===== src/rtl/bilbo_sig_cp.sv =====
// BILBO register (load / scan / PRPG / MISR / clear) with a START-driven
// self-test session sequencer that compares the final signature to GOLDEN.
module bilbo_sig_cp #(
  parameter int             N     = 8,
  parameter logic [N-1:0]   POLY  = 8'hB8,
  parameter logic [N-1:0]   SEED  = 8'h01,
  parameter int             CNT_W = 16
) (
  input  logic             CLK,
  input  logic             CLR,
  input  logic [2:0]       MODE,
  input  logic [N-1:0]     D,
  input  logic             SDI,
  input  logic             START,
  input  logic [CNT_W-1:0] LEN,
  input  logic [N-1:0]     GOLDEN,
  output logic [N-1:0]     Q,
  output logic             SDO,
  output logic             BUSY,
  output logic             DONE,
  output logic             PASS
);

  localparam logic [2:0] M_HOLD = 3'd0;
  localparam logic [2:0] M_LOAD = 3'd1;
  localparam logic [2:0] M_SCAN = 3'd2;
  localparam logic [2:0] M_PRPG = 3'd3;
  localparam logic [2:0] M_MISR = 3'd4;
  localparam logic [2:0] M_CLR  = 3'd5;

  typedef enum logic [1:0] {S_IDLE, S_RUN, S_DONE} state_t;

  state_t           state;
  logic [CNT_W-1:0] cnt;
  logic [2:0]       run_mode;
  logic [2:0]       act_mode;
  logic [N-1:0]     q_nxt;
  logic             fb;
  logic             start_ok;
  logic             mode_hold;

  assign fb        = ^(Q & POLY);
  assign SDO       = Q[N-1];
  assign start_ok  = START && (MODE == M_PRPG || MODE == M_MISR);
  assign mode_hold = (MODE == M_HOLD) || (MODE > M_CLR);

  // While a session runs the latched mode owns the register, not MODE.
  assign act_mode = (state == S_RUN) ? run_mode : MODE;

  always_comb begin
    q_nxt = Q;
    case (act_mode)
      M_LOAD:  q_nxt = D;
      M_SCAN:  q_nxt = {Q[N-2:0], SDI};
      M_PRPG:  q_nxt = (Q == '0) ? SEED : {Q[N-2:0], fb};
      M_MISR:  q_nxt = {Q[N-2:0], fb} ^ D;
      M_CLR:   q_nxt = '0;
      default: q_nxt = Q;
    endcase
  end

  always_ff @(posedge CLK or posedge CLR) begin
    if (CLR) begin
      state    <= S_IDLE;
      Q        <= '0;
      cnt      <= '0;
      run_mode <= M_PRPG;
      BUSY     <= 1'b0;
      DONE     <= 1'b0;
      PASS     <= 1'b0;
    end else begin
      case (state)
        S_RUN: begin
          Q   <= q_nxt;
          cnt <= cnt - CNT_W'(1);
          if (cnt == CNT_W'(1)) begin
            state <= S_DONE;
            BUSY  <= 1'b0;
            DONE  <= 1'b1;
            PASS  <= (q_nxt == GOLDEN);
          end
        end
        default: begin
          // IDLE and DONE share start handling; DONE only leaves on a real mode action.
          if (start_ok) begin
            if (LEN != '0) begin
              state    <= S_RUN;
              BUSY     <= 1'b1;
              DONE     <= 1'b0;
              PASS     <= 1'b0;
              cnt      <= LEN;
              run_mode <= MODE;
            end else begin
              state <= S_DONE;
              DONE  <= 1'b1;
              PASS  <= (Q == GOLDEN);
            end
          end else if (state != S_DONE || !mode_hold) begin
            state <= S_IDLE;
            DONE  <= 1'b0;
            PASS  <= 1'b0;
            Q     <= q_nxt;
          end
        end
      endcase
    end
  end

endmodule


===== config.mk =====
export PLATFORM = sky130hd
export DESIGN_NAME = bilbo_sig_cp
export DESIGN_NICKNAME = d
export VERILOG_FILES = /design/src/rtl/bilbo_sig_cp.sv
export SDC_FILE = /design/constraint.sdc
export NUM_CORES = 1
export LEC_CHECK = 0
export CAP_MARGIN = 10
export CELL_PAD_IN_SITES_DETAIL_PLACEMENT = 0
export CELL_PAD_IN_SITES_GLOBAL_PLACEMENT = 1
export CORE_UTILIZATION = 41
export CTS_CLUSTER_SIZE = 12
export DETAILED_ROUTE_END_ITERATION = 12
export GPL_TIMING_DRIVEN = 0
export PLACE_DENSITY = 0.9
export SLEW_MARGIN = 10
export SYNTH_ARGS = -nofsm -noshare
export SYNTH_HDL_FRONTEND = slang
export SYNTH_SLANG_ARGS = --single-unit

===== constraint.sdc =====
create_clock -name CLK -period 3.5 [get_ports CLK]
set_input_delay 0.875 -clock CLK [delete_from_list [all_inputs] [get_ports CLK]]
set_output_delay 0.875 -clock CLK [all_outputs]
set_load 0.05 [all_outputs]

==> results.sh, run 1 <==
export IMPL_initial_core_util=0.435
export IMPL_synth_area_sq_um=2450
export IMPL_die_y_um=79.3
export IMPL_synthCells=291
export IMPL_ys_warn_count=0
export IMPL_wl_um=7180
export IMPL_first_pass_iters=5
export IMPL_cts_buffers=5
export IMPL_routedWlPerCell_um=17.1
export IMPL_grt_total_usage=0.247
export IMPL_power_density_nw_per_um2=874
export IMPL_max_stage_delay_ns=0.63
export IMPL_multi_input_area_sq_um=1560
export IMPL_syn_num_nets=333
export IMPL_synth_edff_count=0
export IMPL_clockBufferDepth=2
export IMPL_hold_class="reg -> reg"
export IMPL_portBuffers=50
export IMPL_drive_above_1_share=0.100
export IMPL_worstPathRequired_ns=3.70
export IMPL_grt_max_degree=32
export IMPL_synth_seq_cells=31
export IMPL_placedCellCount=413
export IMPL_ff_latch_area_sq_um=778
export IMPL_fillers=542
export IMPL_period_minus_slack_ns=3.24
export IMPL_clkSlewWorstSetupHoldPaths_ns=0.08
export IMPL_num_rows=27
export IMPL_rsz0062_at_grt="no"
export IMPL_nets=390
export IMPL_grt_pass1_vias=2359
export IMPL_drc=0
export IMPL_crit_family="compound AO/OA/AOI/OAI gates"
export IMPL_vias_per_cell=6.15
export IMPL_fin_util=0.559
export IMPL_crit_path_top_delay_cell="clkdlybuf4s50_1"
export IMPL_finalNonFillerCells=421
export IMPL_worstMarginPinSlew_ns=0.673
export IMPL_slew_violations=0
export IMPL_finalHoldViolations=0
export IMPL_async_reset_ff_frac=1.00
export IMPL_placedInstanceArea_sq_um=3040
export IMPL_synth_main_ff_cell="dfrtp_1"
export IMPL_crit_buf_inv=1
export IMPL_cts_sinks=31
export IMPL_arrival_ns=3.45
export IMPL_cts_post_setup_buffers_inserted=0
export IMPL_period_share=0.927
export IMPL_die_w_um=79.3
export IMPL_fin_setup_tns_ns=0
export IMPL_ioPinCount=51
export IMPL_antenna_found_initial=0
export IMPL_status="completed"
export IMPL_clock_latency_ns=0.30
export IMPL_worstSetupEndpointType="flop"
export IMPL_cts_root_buf="clkbuf_8"
export IMPL_fp_dieArea_sq_um=6290
export IMPL_initialDrtViolationCount=254
export IMPL_crit_fanout=9
export IMPL_reg2reg_slack_ns=0.83
export IMPL_ys_types=71
export IMPL_hold_buffers=0
export IMPL_cts_tree="yes"
export IMPL_finalSetupViolations=0
export IMPL_place_hpwl_um=5530
export IMPL_slew_headroom=0.551
export IMPL_diodes=0
export IMPL_cts_max_level=2
export IMPL_finalWorstSetupSlack_ns=0.255
export IMPL_syn_to_final_growth_pct=28.7
export IMPL_antenna_left=0
export IMPL_place_gp_congestion=0.915
export IMPL_vias=2590
export IMPL_p_leak_nw=1.22
export IMPL_path_cells="clkdlybuf4s50_1 > nor3b_2 > a22oi_2 > o21bai_2 > a32oi_2 > a32o_1 > or4_1 > o31ai_2"
export IMPL_ys_seq_area_frac=0.317
export IMPL_grt_first_pass_wirelength_um=11900
export IMPL_maxCapViolCount=0
export IMPL_peakVddDrop_mv=0.411
export IMPL_coreArea_sq_um=5640
export IMPL_final_area_sq_um=3160
export IMPL_avgSynthCellArea_sq_um=8.43
export IMPL_path_class="in -> reg"
export IMPL_worstSetupStartpointType="input pin"
export IMPL_fin_skew_ns=0.00862
export IMPL_overflow=0
export IMPL_fmax_ghz=0.308
export IMPL_dp_slack_ns=-0.106
[power breakdown]
group	leakage [nW]	internal [mW]	switching (mW)	total, mW
combinational	0.784	0.653	0.954	1.61
clock	0.0581	0.212	0.151	0.363
sequential	0.373	0.536	0.251	0.787
total	1.22	1.40	1.36	2.76
[what timing repair did]
item                                    4_1_cts  5_1_grt
endpoints found under the setup margin        0        6
hold endpoints to repair                      0        0
gates resized for setup                       0        1
[cells in the mapped netlist (all sizes together) (3+ instances only)]
| library cell | count | area (sq um) |
|---|---|---|
| a31oi | 4 | 31.3 |
| nand4 | 5 | 31.3 |
| nor2b | 6 | 37.5 |
| nand2b | 6 | 37.5 |
| xor2 | 8 | 70.1 |
| mux2i | 3 | 42.5 |
| o31ai | 3 | 27.5 |
| clkbuf | 4 | 15.0 |
| o21ai | 18 | 93.8 |
| nor4 | 7 | 50.1 |
| o21bai | 4 | 33.8 |
| nor2 | 23 | 86.3 |
| or4 | 4 | 30.0 |
| a221oi | 3 | 32.5 |
| or3 | 4 | 30.0 |
| o211ai | 10 | 75.1 |
| dfrtp | 29 | 726 |
| ha | 3 | 37.5 |
| buf | 6 | 47.5 |
| o311ai | 3 | 26.3 |
| nand3 | 15 | 85.1 |
| nor3 | 10 | 50.1 |
| a21oi | 9 | 45.0 |
| a211oi | 4 | 30.0 |
| a22oi | 5 | 42.5 |
| nand2 | 37 | 139 |
| inv | 13 | 48.8 |
| o22ai | 6 | 37.5 |
[metrics by stage]
stage | power, mW | hold WS [ns]
2_1_floorplan | 1.89 | 0.464
6_report | 2.76 | 0.498
5_1_grt | 2.95 | 0.527
3_3_place_gp | 2.36 | 0.489
3_5_place_dp | 2.37 | 0.486
4_1_cts | 2.74 | 0.498
[final cells by class]
class                   instances  share of cell area
clock buffers                   5              0.0218
clock inverters                 3              0.0139
repair buffers                 50               0.159
inverters                      13              0.0155
flip-flops and latches         31               0.247
well taps                      72              0.0285
plain buffers                  10              0.0198
multi-input cells             237               0.495
[state kept, by name, summed over array words and instances (netlist names)]
name	count
run_mode	3
state	1
DONE	1
PASS	1
BUSY	1
Q	8
cnt	16
[path summary, 6_finish.rpt]
check / startpoint / to / cells after the start
setup / recovery: MODE[2] / PASS$_DFFE_PP0P_ / 8
hold / removal: run_mode[0]$_DFFE_PP1P_ / run_mode[0]$_DFFE_PP1P_ / 2
setup reg to reg: state[0]$_DFFE_PP0P_ / PASS$_DFFE_PP0P_ / 8
hold reg to reg: run_mode[0]$_DFFE_PP1P_ / run_mode[0]$_DFFE_PP1P_ / 2
max in group asynchronous: CLR / Q[4]$_DFFE_PP0P_ / 2
min in group asynchronous: CLR / cnt[2]$_DFFE_PP0P_ / 2
[worst min-delay path, stage by stage, from the launching register on]
cell and delay, ns:
dfstp_2 0.40, nand2_1 0.06, nand2_1 0.04
[logic make-up after synthesis]
group / share of synthesized area
compound gates: 0.279
simple gates: 0.281
flops: 0.317
mux: 0.0173
xor+xnor: 0.0449
buf+inv: 0.0454
fa+ha+maj: 0.0153
[cells in the final DEF (no fill, tap or decap), types with 6 or more instances in the layout]
master / n
a21oi_1: 9
clkdlybuf4s50_1: 50
dfrtp_1: 29
inv_1: 12
nand2_1: 37
nand2b_1: 6
nand3_1: 13
nor2_1: 23
nor2b_1: 6
nor3_1: 10
nor4_1: 6
o211ai_1: 10
o21ai_0: 14
o22ai_1: 6
xor2_1: 8
[layer usage]
| layer | track usage | vias up | part of all wire |
|---|---|---|---|
| met5 | 0 | - | 0 |
| met4 | 0.0745 | 0 | 0.010 |
| met3 | 0.0345 | 11 | 0.081 |
| met2 | 0.347 | 135 | 0.42 |
| met1 | 0.383 | 1215 | 0.49 |
| li1 | - | 1229 | - |
Note: power is estimated with default switching activity, not from simulation.
==> run 2, diff against run 1 <==
--- a/config.mk
+++ b/config.mk
@@ -13,6 +13,7 @@
 export DETAILED_ROUTE_END_ITERATION = 12
 export GPL_TIMING_DRIVEN = 0
 export PLACE_DENSITY = 0.9
+export REMOVE_ABC_BUFFERS = 1
 export SLEW_MARGIN = 10
 export SYNTH_ARGS = -nofsm -noshare
 export SYNTH_HDL_FRONTEND = slang
==> run 2 against run 1 <==
  * Via count fell by 4.6%
  * Die area unchanged
  * Register-to-register slack lost 0.41 ns
  * Utilization decreased by 1.6 points
  * First-iteration DRC count shrank 14%
  * Global-route usage is 1.8 points lower
  * Largest cell class unchanged
  * Final cell count is 2.4% lower
  * Flip-flop and latch count unchanged
  * Combinational power shrank 7%
  * Power is 6.4% lower
  * Worst hold slack better by 0.015 ns
  * Critical path depth stayed put
==> results.sh, run 2 (synthesis results as in run 1) <==
export IMPL_max_stage_delay_ns=0.64
export IMPL_path_class="in -> reg"
export IMPL_use_met3=0.0552
export IMPL_period_share=0.934
export IMPL_period_minus_slack_ns=3.27
export IMPL_clkSlewWorstSetupHoldPaths_ns=0.07
export IMPL_hold_class="reg -> reg"
export IMPL_crit_path_top_delay_cell="clkdlybuf4s50_1"
export IMPL_hold_buffers=0
export IMPL_overflow=0
export IMPL_antenna_found_initial=0
export IMPL_fin_hold_ws_ns=0.512
export IMPL_fin_skew_ns=0.00397
export IMPL_portBuffers=50
export IMPL_num_rows=27
export IMPL_finalNonFillerCells=411
export IMPL_largest_reg_flops=16
export IMPL_placedCellCount=403
export IMPL_drc=0
export IMPL_cts_resized=0
export IMPL_worstSetupEndpointType="flop"
export IMPL_busiest_layer="met2"
export IMPL_first_pass_iters=4
export IMPL_vias=2472
export IMPL_clock_latency_ns=0.28
export IMPL_antenna_left=0
export IMPL_path_cells="clkdlybuf4s50_1 > nor3b_2 > a22oi_2 > o21bai_2 > a32oi_2 > a32o_1 > or4_1 > o31ai_2"
export IMPL_ioPinCount=51
export IMPL_cts_max_level=2
export IMPL_largestRegisters="cnt: 16 flops, Q: 8 flops, run_mode: 3 flops"
export IMPL_peakVddDrop_mv=0.508
export IMPL_slew_violations=0
export IMPL_grt_total_usage=0.229
export IMPL_cts_sinks=31
export IMPL_worstSetupStartpointType="input pin"
export IMPL_grt_pass1_vias=2322
export IMPL_crit_fanout=9
export IMPL_grt_use_met1=0.326
export IMPL_die_y_um=79.3
export IMPL_finalHoldViolations=0
export IMPL_clockBufferDepth=2
export IMPL_diodes=0
export IMPL_fin_setup_tns_ns=0
export IMPL_place_gp_congestion=0.925
export IMPL_cts_buffers=5
export IMPL_worstPathRequired_ns=3.70
export IMPL_wl_um=6850
export IMPL_regMostFlops="cnt"
export IMPL_worstMarginPinSlew_ns=0.998
export IMPL_place_hpwl_um=5190
export IMPL_cts_tree="yes"
export IMPL_fin_util=0.543
export IMPL_met2_usage=0.359
export IMPL_grt_max_degree=32
export IMPL_initial_core_util=0.435
export IMPL_power_density_nw_per_um2=843
export IMPL_routedWlPerCell_um=16.7
export IMPL_fp_dieArea_sq_um=6290
export IMPL_initialDrtViolationCount=219
export IMPL_grt_first_pass_wirelength_um=11300
export IMPL_most_common_layout_cells="clkdlybuf4s50_1 (50), nand2_1 (37), dfrtp_1 (29), nor2_1 (23), o21ai_0 (15)"
export IMPL_nets=380
export IMPL_finalPower_mw=2.58
export IMPL_arrival_ns=3.47
export IMPL_fmax_ghz=0.306
export IMPL_die_w_um=79.3
export IMPL_cts_root_buf="clkbuf_8"
export IMPL_cts_post_setup_buffers_inserted=0
export IMPL_vias_per_cell=6.01
export IMPL_syn_to_final_growth_pct=24.9
export IMPL_p_leak_nw=1.16
export IMPL_rsz0062_at_grt="no"
export IMPL_maxCapViolCount=0
export IMPL_layout_commonest_cell="clkdlybuf4s50_1"
export IMPL_finalSetupViolations=0
export IMPL_drive_above_1_share=0.0826
export IMPL_coreArea_sq_um=5640
export IMPL_status="completed"
export IMPL_slew_headroom=0.332
[run 2: cell types whose count changed in the layout (fill, tap and decap cells not counted), sizes merged]
cell	before	now
bufinv	1	0
clkinv	2	1
clkbuf	9	7
buf	6	0
[run 2: metrics by stage]
stage | setup slack [ns] | area, sq um
2_1_floorplan | 0.541 | 2390
3_3_place_gp | -0.0322 | 2980
3_5_place_dp | -0.0375 | 2980
4_1_cts | 0.164 | 3060
5_1_grt | 0.100 | 3060
6_report | 0.230 | 3060
[run 2: critical path: cells and delay by family]
kind	cells	cell delay [ns]
simple gates	2	0.88
buf+inv	1	0.64
compound gates	5	1.06
[run 2: per-layer routing]
layer	share of wire	wire [um]
met1	0.48	3270
met2	0.46	3160
met3	0.061	421
met4	0	0
met5	0	0
[run 2: final timing paths]
path                                            end              from  slack [ns]  cells past startpoint
worst min-delay path               BUSY$_DFFE_PP0P_  BUSY$_DFFE_PP0P_        0.51                      2
min in group asynchronous          Q[4]$_DFFE_PP0P_               CLR        1.01                      2
worst max-delay path               PASS$_DFFE_PP0P_           MODE[2]        0.23                      8
worst max register to register     PASS$_DFFE_PP0P_  DONE$_DFFE_PP0P_        0.42                      7
max in group asynchronous       cnt[15]$_DFFE_PP0P_               CLR        2.07                      2
worst min register to register     BUSY$_DFFE_PP0P_  BUSY$_DFFE_PP0P_        0.51                      2
[run 2: report_power, final]
part | switching (mW) | internal (mW)
Clock | 0.135 | 0.139
Sequential | 0.281 | 0.536
Combinational | 0.882 | 0.609
Total | 1.30 | 1.28
[run 2: area by class of cell]
type	count	area, sq um
fillers	541	2580
multi-input cells	237	1570
flip-flops and latches	31	778
repair buffers	50	500
well taps	72	90.1
clock buffers	7	76.3
inverters	13	48.8
clock inverters	1	5.00
==> patch 1, RTL diff (config.mk and constraints of run 2) <==
Encoding of `state_t`: now one-hot (3 bits for 3 states).
--- a/src/rtl/bilbo_sig_cp.sv
+++ b/src/rtl/bilbo_sig_cp.sv
@@ -28,7 +28,7 @@
   localparam logic [2:0] M_MISR = 3'd4;
   localparam logic [2:0] M_CLR  = 3'd5;
 
-  typedef enum logic [1:0] {S_IDLE, S_RUN, S_DONE} state_t;
+  typedef enum logic [2:0] {S_IDLE = 3'b001, S_RUN = 3'b010, S_DONE = 3'b100} state_t;
 
   state_t           state;
   logic [CNT_W-1:0] cnt;
Check against the original RTL: no difference found for any inputs over 10 cycles, from zero or initial values; not proved beyond that.
==> patch 1 against run 2 <==
  * Worst setup slack improved by 0.18 ns
  * Maximum frequency rose by 5.9%
  * Count of clock-buffer cells in the layout did not move
  * Routed wire length rose by 4.2%
  * Final area rose by 2.2%
  * Hold slack got worse by 0.011 ns
  * Synthesized area rose by 2.5%
  * Sequential cell count rose by 1
  * Critical path depth fell by 1
  * Core utilization fell by 1.4 points
Power is left out: it rests on default switching activity, and per cell area and clock period it moved more than threefold.
==> patch 1: results (changes against run 2) <==
[outcome]
status = finished, final reports clean

[cts]
cts.clk_slew.worst_paths_ns = 0.06
worst_skew_pair.late_latency_ns = 0.28  ; about the same

[cells_and_area]
nNetsFinal = 396  ; +4.2%
drive_above_1_share_pct = 7.04  ; -1.2 points
nFillCells = 597  ; +10%

[detailed_routing]
initialDrtViolationCount = 198  ; -9.6%
wl_um = 7140  ; +4.2%

[placement]
place_area_um2 = 3050  ; +2.3%
gp_congestion = 0.849  ; -8.2%
hpwl_um = 5360  ; +3.4%

[yosys]
synth_top_area_share_pct = 28.9  ; -0.72 points
synth_area_leaders = dfrtp_1, nand2_1, xnor2_1
synth-seq-area-share_pct = 32.0  ; +0.27 points
synth_common_cells = nand2_1, dfrtp_1, nor2_1
ys_warn_count = 0  ; unchanged
yosysUniqueCellTypes = 55  ; -23%

[global_route]
grt_start_max_net_pins = 33  ; +3.1%
grt_pass1_wl_um = 11500  ; +1.4%
grt_usage_pct = 23.0  ; +0.076 points

[critical_path]
crit_slowest_cell = or3b_1
critPathMaxStageDelay_ns = 0.73  ; +0.09 ns
cp.arrival_ns = 3.27  ; -0.20 ns

[timing]
slew_headroom_pct = 43.4  ; +10 points
finalClockSkew_ns = 0.00575  ; +0.00178 ns

==> patch 1: metrics by stage <==
step,worst slack [ns],std cells
floorplan,-0.0143,296
global placement,-0.620,421
detailed placement,0.211,422
CTS,0.439,430
global route,0.239,430
finish,0.413,430
==> patch 1: layout make-up <==
cell class / instances / area (um^2) / share of cell area (%)
multi-input combinational: 253 / 1600 / 51.2
timing repair buffer: 51 / 508 / 16.2
clock inverter: 1 / 5.00 / 0.160
clock buffer: 7 / 76.3 / 2.44
sequential: 32 / 805 / 25.7
inverter: 11 / 41.3 / 1.32
tap: 75 / 93.8 / 3.00
==> patch 1: path summary, 6_finish.rpt <==
kind                       startpoint  endpoint  slack [ns]  cells after the start
max                              DONE      PASS        0.41                      7
min                              BUSY      BUSY        0.50                      1
max reg2reg                      DONE      PASS        0.41                      7
min reg2reg                      BUSY      BUSY        0.50                      1
max in group asynchronous         CLR      Q[7]        2.03                      2
min in group asynchronous         CLR    cnt[8]        1.02                      2
==> patch 1: critical path: cells and delay by family (launching register included) <==
family | cells | cell delay [ns]
AO/OA/AOI/OAI | 5 | 1.64
XOR/XNOR | 1 | 0.20
flip-flops | 1 | 0.42
AND/OR/NAND/NOR | 1 | 0.73
==> patch 1: logic make-up after synthesis <==
| logic type | after synthesis | share of synthesized area, % |
|---|---|---|
| muxes | 11 | 4.68 |
| buffers and inverters | 26 | 4.48 |
| xor gates and xnor gates | 16 | 5.57 |
| adders and majority gates | 3 | 1.49 |
| DFF | 32 | 32.0 |
| and+or+nand+nor | 141 | 29.1 |
| AOI/OAI and AO/OA | 82 | 22.6 |
==> patch 1: routing by layer <==
metal | part of all wire, % | global-route usage [%] | routed length, um
met1 | 45 | 29.8 | 3180
met2 | 48 | 39.9 | 3420
met3 | 5.8 | 2.61 | 411
met4 | 1.7 | 6.79 | 122
met5 | 0 | 0 | 0
==> patch 2, RTL diff (flow settings as in run 2) <==
Made on the original files. Change the parameter `CNT_W` from 16 to 20.
--- a/src/rtl/bilbo_sig_cp.sv
+++ b/src/rtl/bilbo_sig_cp.sv
@@ -4,7 +4,7 @@
   parameter int             N     = 8,
   parameter logic [N-1:0]   POLY  = 8'hB8,
   parameter logic [N-1:0]   SEED  = 8'h01,
-  parameter int             CNT_W = 16
+  parameter int             CNT_W = 20
 ) (
   input  logic             CLK,
   input  logic             CLR,
Ports: changed (resized LEN); port bits go from 51 to 55. No check against the original RTL was run, so the function may have changed too.
==> patch 2 against run 2 <==
  * Final cell count grew 5.8%
  * Synthesized area grew 5.7%
  * Count of clock-buffer cells in the layout shrank 2
  * Critical path type unchanged
  * Sequential cell count grew 4
  * Routed wire length grew 9.1%
  * Largest cell class unchanged
  * Worst setup slack lost 0.10 ns
  * Final area grew 8.0%
  * Sequential share of layout area grew 1.1 points
  * Via count grew 7.7%
Power is not compared: it rests on default switching activity, and its combinational part moved more than twofold at a synthesized area within 25%.
==> patch 2: results (changes against run 2) <==
[outcome]
status = finished, final reports clean

[detailed_routing]
initialDrtViolationCount = 211  ; -3.7%
vias = 2662  ; +7.7%
avgRoutedWirePerCell_um = 17.2  ; +3.0%

[global_route]
grt_start_max_net_pins = 36  ; +13%
use_met3_pct = 4.33  ; -1.2 points
grt_pass1_vias = 2459  ; +5.9%
grt_pass1_wl_um = 12200  ; +7.5%
use_met1_pct = 36.1  ; +3.5 points
grt_usage_pct = 24.4  ; +1.5 points
use_met2_pct = 35.8  ; -0.20 points

[placement]
pre_cts_ws_ns = -0.211  ; -0.174 ns
hpwl_um = 5500  ; +6.0%
portBuffers = 54  ; +8.0%
place_inst = 427  ; +6.0%

[yosys]
synth_cells = 313  ; +7.6%
synth_area_leaders = dfrtp_1, nand2_1, o21ai_0
synth-seq-area-share_pct = 33.9  ; +2.1 points
synthFlopType = dfrtp_1
yosysUniqueCellTypes = 65  ; -8.5%
synth_common_cells = nand2_1, dfrtp_1, o21ai_0
async_flop_share_pct = 100  ; unchanged

[floorplanning]
dieArea_um2 = 6650  ; +5.6%

[cells_and_area]
fin_cells = 435  ; +5.8%
drive_above_1_share_pct = 8.61  ; +0.35 points
largestRegisters = cnt: 20 flops, Q: 8 flops, run_mode: 3 flops
nNetsFinal = 405  ; +6.6%
nFillCells = 566  ; +4.6%

[cts]
cts.clk_slew.worst_paths_ns = 0.09  ; +0.02 ns
worst_skew_pair.late_latency_ns = 0.31  ; +0.03 ns

[timing]
finalClockSkew_ns = 0.00961  ; +0.00563 ns
tightest_slew_ns = 0.763  ; -0.235 ns

[critical_path]
cp.arrival_ns = 3.59  ; +0.12 ns
critPathMaxStageDelay_ns = 0.69  ; +0.05 ns
crit_fanout = 10  ; +1

==> patch 2: changes by cell type in the layout (fill, tap and decap cells not counted), moves of 3 or more <==
cell / before / now
o22ai_1: 6 / 2
o21bai_1: 3 / 0
clkdlybuf4s50_1: 50 / 53
o21ai_0: 15 / 25
xnor2_1: 2 / 9
a21boi_0: 0 / 3
xor2_1: 8 / 3
dfrtp_1: 29 / 33
mux2_2: 0 / 3
nand3_1: 13 / 16
or4_1: 4 / 1
==> patch 2: layout make-up <==
type	instances	share of cell area [%]
Sequential cell	35	26.5
Timing Repair Buffer	55	16.9
Inverter	14	1.59
Clock inverter	3	1.44
Tap cell	75	2.84
Multi-Input combinational cell	248	48.7
Clock buffer	5	2.08
==> patch 2: metrics by stage <==
step | power, uW | utilization [%] | cell area, um^2
CTS | 1320 | 54.7 | 3290
floorplan | 763 | - | 2520
global placement | 920 | 52.4 | 3160
global route | 1380 | 54.9 | 3310
finish | 1320 | 54.9 | 3310
detailed placement | 926 | 52.7 | 3180
==> patch 2: kinds of logic after synthesis <==
family / share of synthesized area, %
AND/OR/NAND/NOR: 25.8
AO/OA/AOI/OAI: 27.7
flip-flops: 33.9
buffers and inverters: 4.63
XOR/XNOR: 4.05
multiplexers: 2.46
adder cells (fa/ha/maj): 1.45
==> patch 2: timing repair <==
action | 4_1_cts | 5_1_grt
gates resized for setup | 0 | 4
endpoints found under the setup margin | 0 | 1
hold endpoints to repair | 0 | 0
setup buffers | 0 | 0
hold buffers | 0 | 0
==> patch 2: layer usage <==
| metal | vias to the layer above | share of wire [%] |
|---|---|---|
| li1 | 1288 | - |
| met1 | 1272 | 48 |
| met2 | 91 | 45 |
| met3 | 11 | 5.9 |
| met4 | 0 | 1.5 |
| met5 | - | 0 |
==> patch 2: path summary, 6_finish.rpt <==
path                                     to        start  slack [ns]
worst max-delay path                   PASS      MODE[2]        0.13
worst min register to register  run_mode[0]  run_mode[0]        0.52
max in group asynchronous           cnt[18]          CLR        1.98
worst min-delay path            run_mode[0]  run_mode[0]        0.52
min in group asynchronous           cnt[10]          CLR        1.02
worst max register to register         PASS         DONE        0.38
==> patch 2: power groups by stage <==
stage	Sequential (uW)	Combinational, uW	Clock [uW]
2_1_floorplan	590	173	0
3_3_place_gp	530	390	0
4_1_cts	525	395	403
5_1_grt	537	428	419
3_5_place_dp	533	393	0
6_report	527	397	399
==> patch 2: worst register-to-register path, cell delays in order (launching register included) <==
cell and delay [ns]:
dfrtp_1 0.46, nand2b_1 0.60, mux2_2 0.45, a21oi_1 0.29
a2111oi_0 0.16, o31a_1 0.30, or4_1 0.53, o31ai_2 0.25
